## src/rtl/spi_pkg.sv

```systemverilog
// Shared types and helpers for the SPI mode-0 slave.
package spi_pkg;

  typedef enum logic [1:0] {WAIT_DESEL, IDLE, ACTIVE} spi_slv_state_t;

  function automatic int cnt_w(input int maxlen);
    return $clog2(maxlen) + 1;
  endfunction

endpackage

```

## src/rtl/spi_sync_edge.sv

```systemverilog
// Multi-stage synchronizer with a delayed copy for rise/fall pulse generation.
module spi_sync_edge #(
  parameter int   SYNC_STAGES = 2,
  parameter logic RST_VAL     = 1'b0
) (
  input  logic clk,
  input  logic sresetn,
  input  logic din,
  output logic level,
  output logic rise,
  output logic fall
);

  logic [SYNC_STAGES-1:0] sync_q, sync_d;
  logic                   dly_q, dly_d;

  always_comb begin
    sync_d = {sync_q[SYNC_STAGES-2:0], din};
    dly_d  = sync_q[SYNC_STAGES-1];
  end

  always_ff @(posedge clk or negedge sresetn) begin
    if (!sresetn) begin
      sync_q <= {SYNC_STAGES{RST_VAL}};
      dly_q  <= RST_VAL;
    end else begin
      sync_q <= sync_d;
      dly_q  <= dly_d;
    end
  end

  assign level = sync_q[SYNC_STAGES-1];
  assign rise  = level & ~dly_q;
  assign fall  = ~level & dly_q;

endmodule

```

## src/rtl/spi_slv.sv

```systemverilog
// SPI mode-0 slave running in the clk domain: oversampled bus, shadowed reply,
// captured MOSI word and bit count reported when the master deselects.
module spi_slv
  import spi_pkg::*;
#(
  parameter int  SPI_MAXLEN  = 32,
  parameter int  SYNC_STAGES = 2,
  localparam int CW          = cnt_w(SPI_MAXLEN)
) (
  input  logic                  clk,
  input  logic                  sresetn,
  input  logic                  tx_load,
  input  logic [SPI_MAXLEN-1:0] tx_data,
  input  logic [CW-1:0]         tx_len,
  output logic                  rx_valid,
  output logic [SPI_MAXLEN-1:0] rx_data,
  output logic [CW-1:0]         rx_nbits,
  output logic                  rx_ovf,
  output logic                  busy,
  input  logic                  SCLK,
  input  logic                  SS_N,
  input  logic                  MOSI,
  output logic                  MISO,
  output logic                  MISO_OE
);

  logic sclk_rise, sclk_fall, unused_sclk_lvl;
  logic ss_lvl, ss_rise, ss_fall;
  logic mosi_lvl, unused_mosi_rise, unused_mosi_fall;

  spi_sync_edge #(.SYNC_STAGES(SYNC_STAGES), .RST_VAL(1'b0)) u_sclk (
    .clk(clk), .sresetn(sresetn), .din(SCLK),
    .level(unused_sclk_lvl), .rise(sclk_rise), .fall(sclk_fall)
  );

  spi_sync_edge #(.SYNC_STAGES(SYNC_STAGES), .RST_VAL(1'b1)) u_ss (
    .clk(clk), .sresetn(sresetn), .din(SS_N),
    .level(ss_lvl), .rise(ss_rise), .fall(ss_fall)
  );

  spi_sync_edge #(.SYNC_STAGES(SYNC_STAGES), .RST_VAL(1'b0)) u_mosi (
    .clk(clk), .sresetn(sresetn), .din(MOSI),
    .level(mosi_lvl), .rise(unused_mosi_rise), .fall(unused_mosi_fall)
  );

  spi_slv_state_t          state_q, state_d;
  logic [7:0]              wd_cnt_q, wd_cnt_d;
  logic [SPI_MAXLEN-1:0]   sh_data_q, sh_data_d;
  logic [CW-1:0]           sh_len_q, sh_len_d;
  logic [SPI_MAXLEN-1:0]   tx_shift_q, tx_shift_d;
  logic [SPI_MAXLEN-1:0]   rx_shift_q, rx_shift_d;
  logic [CW-1:0]           cnt_q, cnt_d;
  logic                    ovf_q, ovf_d;
  logic [SPI_MAXLEN-1:0]   rx_data_q, rx_data_d;
  logic [CW-1:0]           rx_nbits_q, rx_nbits_d;
  logic                    rx_ovf_q, rx_ovf_d;
  logic                    rx_valid_q, rx_valid_d;
  logic                    miso_q, miso_d;
  logic                    miso_oe_q, miso_oe_d;

  logic [SPI_MAXLEN-1:0]   data_eff;
  logic [CW-1:0]           len_eff, shamt;

  always_comb begin
    state_d    = state_q;
    wd_cnt_d   = wd_cnt_q;
    sh_data_d  = sh_data_q;
    sh_len_d   = sh_len_q;
    tx_shift_d = tx_shift_q;
    rx_shift_d = rx_shift_q;
    cnt_d      = cnt_q;
    ovf_d      = ovf_q;
    rx_data_d  = rx_data_q;
    rx_nbits_d = rx_nbits_q;
    rx_ovf_d   = rx_ovf_q;
    rx_valid_d = 1'b0;
    miso_d     = miso_q;
    miso_oe_d  = miso_oe_q;

    if (tx_load) begin
      sh_data_d = tx_data;
      sh_len_d  = tx_len;
    end

    // Reply is left-aligned so bits beyond tx_len are shifted-in zeros.
    data_eff = tx_load ? tx_data : sh_data_q;
    len_eff  = tx_load ? tx_len  : sh_len_q;
    if (len_eff > CW'(SPI_MAXLEN))
      len_eff = CW'(SPI_MAXLEN);
    shamt = CW'(SPI_MAXLEN) - len_eff;

    case (state_q)
      WAIT_DESEL: begin
        // Synchronizer resets to "deselected"; require SS_N high for longer than
        // the pipeline depth so a real low pin cannot sneak through as a fall.
        if (ss_lvl) begin
          if (wd_cnt_q == 8'(SYNC_STAGES)) begin
            state_d  = IDLE;
            wd_cnt_d = '0;
          end else begin
            wd_cnt_d = wd_cnt_q + 8'd1;
          end
        end else begin
          wd_cnt_d = '0;
        end
      end

      IDLE: begin
        if (ss_fall) begin
          tx_shift_d = data_eff << shamt;
          rx_shift_d = '0;
          cnt_d      = '0;
          ovf_d      = 1'b0;
          miso_d     = tx_shift_d[SPI_MAXLEN-1];
          miso_oe_d  = 1'b1;
          state_d    = ACTIVE;
        end
      end

      ACTIVE: begin
        if (sclk_rise) begin
          rx_shift_d = {rx_shift_q[SPI_MAXLEN-2:0], mosi_lvl};
          if (cnt_q == CW'(SPI_MAXLEN))
            ovf_d = 1'b1;
          else
            cnt_d = cnt_q + CW'(1);
        end
        if (sclk_fall) begin
          tx_shift_d = tx_shift_q << 1;
          miso_d     = tx_shift_q[SPI_MAXLEN-2];
        end
        if (ss_rise) begin
          rx_data_d  = rx_shift_d;
          rx_nbits_d = cnt_d;
          rx_ovf_d   = ovf_d;
          rx_valid_d = 1'b1;
          miso_d     = 1'b0;
          miso_oe_d  = 1'b0;
          state_d    = IDLE;
        end
      end

      default: state_d = WAIT_DESEL;
    endcase
  end

  always_ff @(posedge clk or negedge sresetn) begin
    if (!sresetn) begin
      state_q    <= WAIT_DESEL;
      wd_cnt_q   <= '0;
      sh_data_q  <= '0;
      sh_len_q   <= '0;
      tx_shift_q <= '0;
      rx_shift_q <= '0;
      cnt_q      <= '0;
      ovf_q      <= 1'b0;
      rx_data_q  <= '0;
      rx_nbits_q <= '0;
      rx_ovf_q   <= 1'b0;
      rx_valid_q <= 1'b0;
      miso_q     <= 1'b0;
      miso_oe_q  <= 1'b0;
    end else begin
      state_q    <= state_d;
      wd_cnt_q   <= wd_cnt_d;
      sh_data_q  <= sh_data_d;
      sh_len_q   <= sh_len_d;
      tx_shift_q <= tx_shift_d;
      rx_shift_q <= rx_shift_d;
      cnt_q      <= cnt_d;
      ovf_q      <= ovf_d;
      rx_data_q  <= rx_data_d;
      rx_nbits_q <= rx_nbits_d;
      rx_ovf_q   <= rx_ovf_d;
      rx_valid_q <= rx_valid_d;
      miso_q     <= miso_d;
      miso_oe_q  <= miso_oe_d;
    end
  end

  assign rx_valid = rx_valid_q;
  assign rx_data  = rx_data_q;
  assign rx_nbits = rx_nbits_q;
  assign rx_ovf   = rx_ovf_q;
  assign busy     = (state_q == ACTIVE);
  assign MISO     = miso_q;
  assign MISO_OE  = miso_oe_q;

endmodule

```

## config.mk

```make
export PLATFORM = sky130hd
export DESIGN_NAME = spi_slv
export DESIGN_NICKNAME = d
export VERILOG_FILES = /design/src/rtl/spi_pkg.sv /design/src/rtl/spi_sync_edge.sv /design/src/rtl/spi_slv.sv
export SDC_FILE = /design/constraint.sdc
export NUM_CORES = 1
export LEC_CHECK = 0
export BUFFER_PORTS_ARGS = -buffer_cell sky130_fd_sc_hd__clkbuf_2
export CAP_MARGIN = 20
export CORE_AREA = 5 5 125 127
export CTS_BUF_LIST = sky130_fd_sc_hd__clkbuf_8
export DETAILED_ROUTE_END_ITERATION = 12
export DIE_AREA = 0 0 130 132
export PLACE_DENSITY_LB_ADDON = 0.12
export SLEW_MARGIN = 20
export SYNTH_ARGS = -nofsm -noshare
export SYNTH_HDL_FRONTEND = slang
export SYNTH_HIERARCHICAL = 1
export SYNTH_SLANG_ARGS = --single-unit
```

## constraint.sdc

```tcl
create_clock -name clk -period 6 [get_ports clk]
set_input_delay 0.3 -clock clk [delete_from_list [all_inputs] [get_ports clk]]
set_output_delay 0.3 -clock clk [all_outputs]
set_load 0.005 [all_outputs]
```

=== Word level (Yosys, flattened, before mapping) ===
Cells that the tools add are included.

* Register bits after elaboration: 168
* Input port bits: 44
* Output and inout port bits: 43

* Add/subtract/negate cells: 3
* $lt $le $gt $ge: 1
* Equality and inequality tests: 10
* Shift operators: 1
* Multiplexer cells: 33
* Bitwise logic cells: 8
* Reduce and logical (&&, ||, !) cells: 8

{| class="wikitable"
|+ Operators with widths
! cell !! count
|-
| two-way mux 32 bit || 3
|-
| one-hot mux 32 bit (2 select lines) || 1
|-
| two-way mux 31 bit || 2
|-
| one-hot mux 31 bit (2 select lines) || 1
|-
| << shifter 32 x 6 -> 32 bit || 1
|-
| two-way mux 6 bit || 5
|-
| two-way mux 8 bit || 2
|-
| one-hot mux 6 bit (2 select lines) || 1
|-
| two-way mux 1 bit || 10
|-
| AND reduction 3 bit || 3
|-
| adder 8 x 1 -> 8 bit, second input constant || 1
|-
| equality test 8 x 2 -> 1 bit, second input constant || 1
|-
| two-way mux 2 bit || 4
|-
| adder 6 x 1 -> 6 bit, second input constant || 1
|-
| equality test 6 bit, second input constant || 1
|-
| greater-than comparator 6 bit, second input constant || 1
|-
| inequality test 2 x 1 -> 1 bit, second input constant || 3
|-
| one-hot mux 1 bit (2 select lines) || 3
|-
| one-hot mux 2 bit (3 select lines) || 1
|-
| subtractor 6 bit, first input constant || 1
|-
| bitwise AND 1 bit || 4
|-
| inequality test 2 bit, second input constant || 2
|-
| inverter 1 bit || 4
|-
| AND reduction 2 bit || 2
|-
| other kinds (6) || 6
|}

=== Longest topological paths before layout ===
* Word-level depth: 7
* Mapped depth: 16
* Mapped depth without buffers: 11

=== Modules after synthesis ===
Netlist, hierarchy kept.

{| class="wikitable"
|+ By module, submodules not included
! module !! instances !! cells an instance !! area each (um^2) !! seq. area each (um^2)
|-
| spi_slv || 1 || 882 || 8851.0 || 4003.8
|-
| spi_sync_edge at u_mosi ... || 2 || 5 || 90.1 || 75.1
|-
| spi_sync_edge at u_ss || 1 || 5 || 93.8 || 78.8
|}

=== Worst setup path after synthesis ===
OpenSTA, ideal clock, no wires.

* Kind: register -> register
* From: register sh_len_q[5]
* To: register miso_q (netlist: MISO)
* Library setup time: 132 ps
* Data arrival time: 3418 ps
* Data required time: 5868 ps
* Slack: 2450 ps
* Cell stages (with the launch flop): 14
* Clock period less this slack: 3550 ps
* Path through: dfrtp_1 > or3b_1 > nand2_2 > inv_1 > clkbuf_1 > ha_1 > or3_1 > clkbuf_1 > nand2_1 > buf_2 > mux2_2 > mux2_4 > a2111oi_1 > nor2_1

* Longest elaborated chain between the ends: 7

{| class="wikitable"
|+ Ends and longest elaborated chain
! what !! line !! RTL
|-
| start, declared || spi_slv.sv:49 || <nowiki>logic [CW-1:0] sh_len_q, sh_len_d;</nowiki>
|-
| start signal, assigned || spi_slv.sv:167 || <nowiki>sh_len_q <= sh_len_d;</nowiki>
|-
| two-way mux 6 bit * || - ||
|-
| greater-than comparator 6 bit || spi_slv.sv:88 || <nowiki>if (len_eff > CW'(SPI_MAXLEN))</nowiki>
|-
| two-way mux 6 bit * || spi_slv.sv:88 ||
|-
| subtractor 6 bit * || spi_slv.sv:90 || <nowiki>shamt = CW'(SPI_MAXLEN) - len_eff;</nowiki>
|-
| << shifter 32 x 6 -> 32 bit * || spi_slv.sv:110 || <nowiki>tx_shift_d = data_eff << shamt;</nowiki>
|-
| two-way mux 1 bit * || spi_slv.sv:109 || <nowiki>if (ss_fall) begin</nowiki>
|-
| one-hot mux 1 bit (2 select lines) * || spi_slv.sv:92 || <nowiki>case (state_q)</nowiki>
|-
| end signal, assigned || spi_slv.sv:176 || <nowiki>miso_q <= miso_d;</nowiki>
|-
| end, declared || spi_slv.sv:58 || <nowiki>logic miso_q, miso_d;</nowiki>
|}

Mark *: on every way between the ends. The rest lies on a longest branch, timed or not. The select of a mux whose other input is x is not followed.
A chain may end at the register's enable or synchronous reset.

=== Worst setup path in the final report ===
Same ends and word-level chain as after synthesis.

==> impl_metrics.yaml <==
sta:
  finalSetupViolCount: 0
  worst_slack_ns: 1.81
  fin_worst_skew_ns: 0.0155
  fin_crit_ns: 4.19
  finalCritPeriodShare: 0.699
  timing.hold.ws_ns: 0.127
  relSlewSlack: 0.295
  rsz0062_at_grt: "false"
  hold_violations: 0
  slew_violations: 0
  tightest_slew_ns: 1.06
  tns_ns: 0
  fmax_ghz: 0.238
yosys:
  synth_area_sq_um: 9080
  yosysWarnings: 6
  syn_area_per_cell_sq_um: 10.2
  syn-num-nets: 947
  synthCells: 894
drt:
  drc_errors: 0
  totalWireLength_um: 23200
  wire_per_inst_um: 20.2
  vias: 7524
  final_antenna_net_count: 0
  viasPerCell: 6.54
  drt_pass1_iterations: 5
  drt_iter0_markers: 874
grt:
  grt_max_degree: 93
  grt_use_total: 0.275
  grt_first_pass_wirelength_um: 38000
  antenna_found_initial: 0
  grt_pass1_vias: 7323
  overflow: 0
setup_path:
  ff2ff_path_depth: 9
  startpoint: "sh_len_q[5]"
  worst-endpoint-arrival_ns: 4.58
  reg2reg_slack_ns: 1.81
  timing.rr.end: "MISO"
  crit_path_max_fanout: 31
  crit_path_start_kind: "flop"
  r2r_start: "sh_len_q[5]"
  path_class: "reg2reg"
  cp-endpoint: "MISO"
  cp.required_ns: 6.38
  endpoint_kind: "flop"
pwr:
  peakVddDrop_uv: 213
  power_density_nw_per_um2: 391
  p_leak_nw: 4.47
placed_design:
  place_hpwl_um: 16300
  portBuffers: 86
  place_congestion: 0.919
  place_ws_ns: 1.79
die:
  die_area_sq_um: 17200
  initial_core_util: 0.635
  rows: 44
  coreArea_sq_um: 14300
  pin_count: 87
  dieWidth_um: 130
  die_h_um: 132
min_path:
  hold_class: "in2reg"
cells_and_area:
  area_delta_synth_final_pct: 10.2
  insertedDiodeCount: 0
  drive_above_1_share: 0.203
  nNetsFinal: 1007
clocking:
  clkLatencyLatePin_ns: 0.46
  cts_root_buf: "clkbuf_8"
  cts_tree: "done"
  cts_buffer_depth: 2
  h-tree-depth: 4
  postCtsSetupBuffers: 0
  cts.sinks: 168
  cts_buffers: 17
  clk_pin_slew_ns: 0.10
job:
  maxCapViolCount: 0
run_status:
  status: "finished clean"
==> metrics by stage <==
stage | power (mW) | area (sq um) | std cells | utilization
after global routing | 4.16 | 10000 | 1151 | 0.700
after CTS | 3.92 | 10000 | 1151 | 0.699
after detailed placement | 3.14 | 9590 | 1115 | 0.670
after floorplan | 2.60 | 9080 | 894 | -
after global placement | 3.08 | 9590 | 1115 | 0.670
final | 3.91 | 10000 | 1151 | 0.700
==> layer usage <==
layer  track usage  up-vias  wire, um
met5             0        -         0
met4        0.0803        0       432
met3        0.0523       36      1710
met2         0.419      355     11000
met1         0.403     3708     10000
li1              -     3425         -
==> state kept, by name (all words and copies together) (netlist names), 2 cells and up <==
name           flops
sh_data_q         32
rx_data           32
rx_nbits           6
wd_cnt_q           8
u_sclk/sync_q      2
rx_shift_q        32
state_q            2
cnt_q              6
tx_shift_q        31
u_mosi/sync_q      2
u_ss/sync_q        2
sh_len_q           6
==> layout make-up <==
cell class	instances	area (sq um)
Inverter	36	135
Sequential cell	168	4210
Multi-Input combinational cell	626	4480
Timing Repair Buffer	105	589
Clock inverter	15	141
Fill cell	1091	4300
Tap cell	184	230
Clock buffer	17	234
==> worst min-delay path by stage <==
stage	startpoint	endpoint	depth (start not counted)
floorplan	sresetn	MISO	0
global placement	u_mosi/sync_q[0]	u_mosi/sync_q[1]	0
detailed placement	u_sclk/sync_q[0]	u_sclk/sync_q[1]	0
CTS	tx_data[9]	sh_data_q[9]	2
global route	tx_data[10]	sh_data_q[10]	2
finish	tx_data[9]	sh_data_q[9]	2
==> layout by cell type, fill, tap and decap left out, drive strengths merged, types with 14 or more instances in the layout <==
| master | instances |
|---|---|
| a21oi | 80 |
| nand3 | 22 |
| dfrtp | 165 |
| mux2 | 25 |
| mux2i | 64 |
| a221oi | 14 |
| clkbuf | 102 |
| o21ai | 39 |
| inv | 41 |
| nor2 | 97 |
| mux4 | 18 |
| buf | 16 |
| a22o | 33 |
| and3 | 14 |
| o211ai | 15 |
| nor3 | 22 |
| nand2 | 46 |
==> worst max-delay path: stages, from the launching register on <==
cell       delay, ns
dfrtp_1         0.43
or3b_1          0.60
nand2_2         0.15
inv_1           0.16
ha_1            1.04
inv_1           0.49
mux2i_1         0.24
a2111oi_0       0.73
a2111oi_1       0.14
nor2_1          0.13
==> power by group <==
| group | leakage (nW) | switching, mW | internal, mW |
|---|---|---|---|
| combinational | 2.22 | 0.932 | 0.609 |
| sequential | 2.06 | 0.171 | 1.42 |
| clock | 0.184 | 0.441 | 0.335 |
| total | 4.47 | 1.55 | 2.37 |
==> repair_timing <==
item	CTS	global route
endpoints found under the setup margin	0	0
gates resized for setup	0	0
endpoints found under the hold margin	91	0
hold buffers	4	0
No activity file was read; power rests on OpenSTA's default activity.
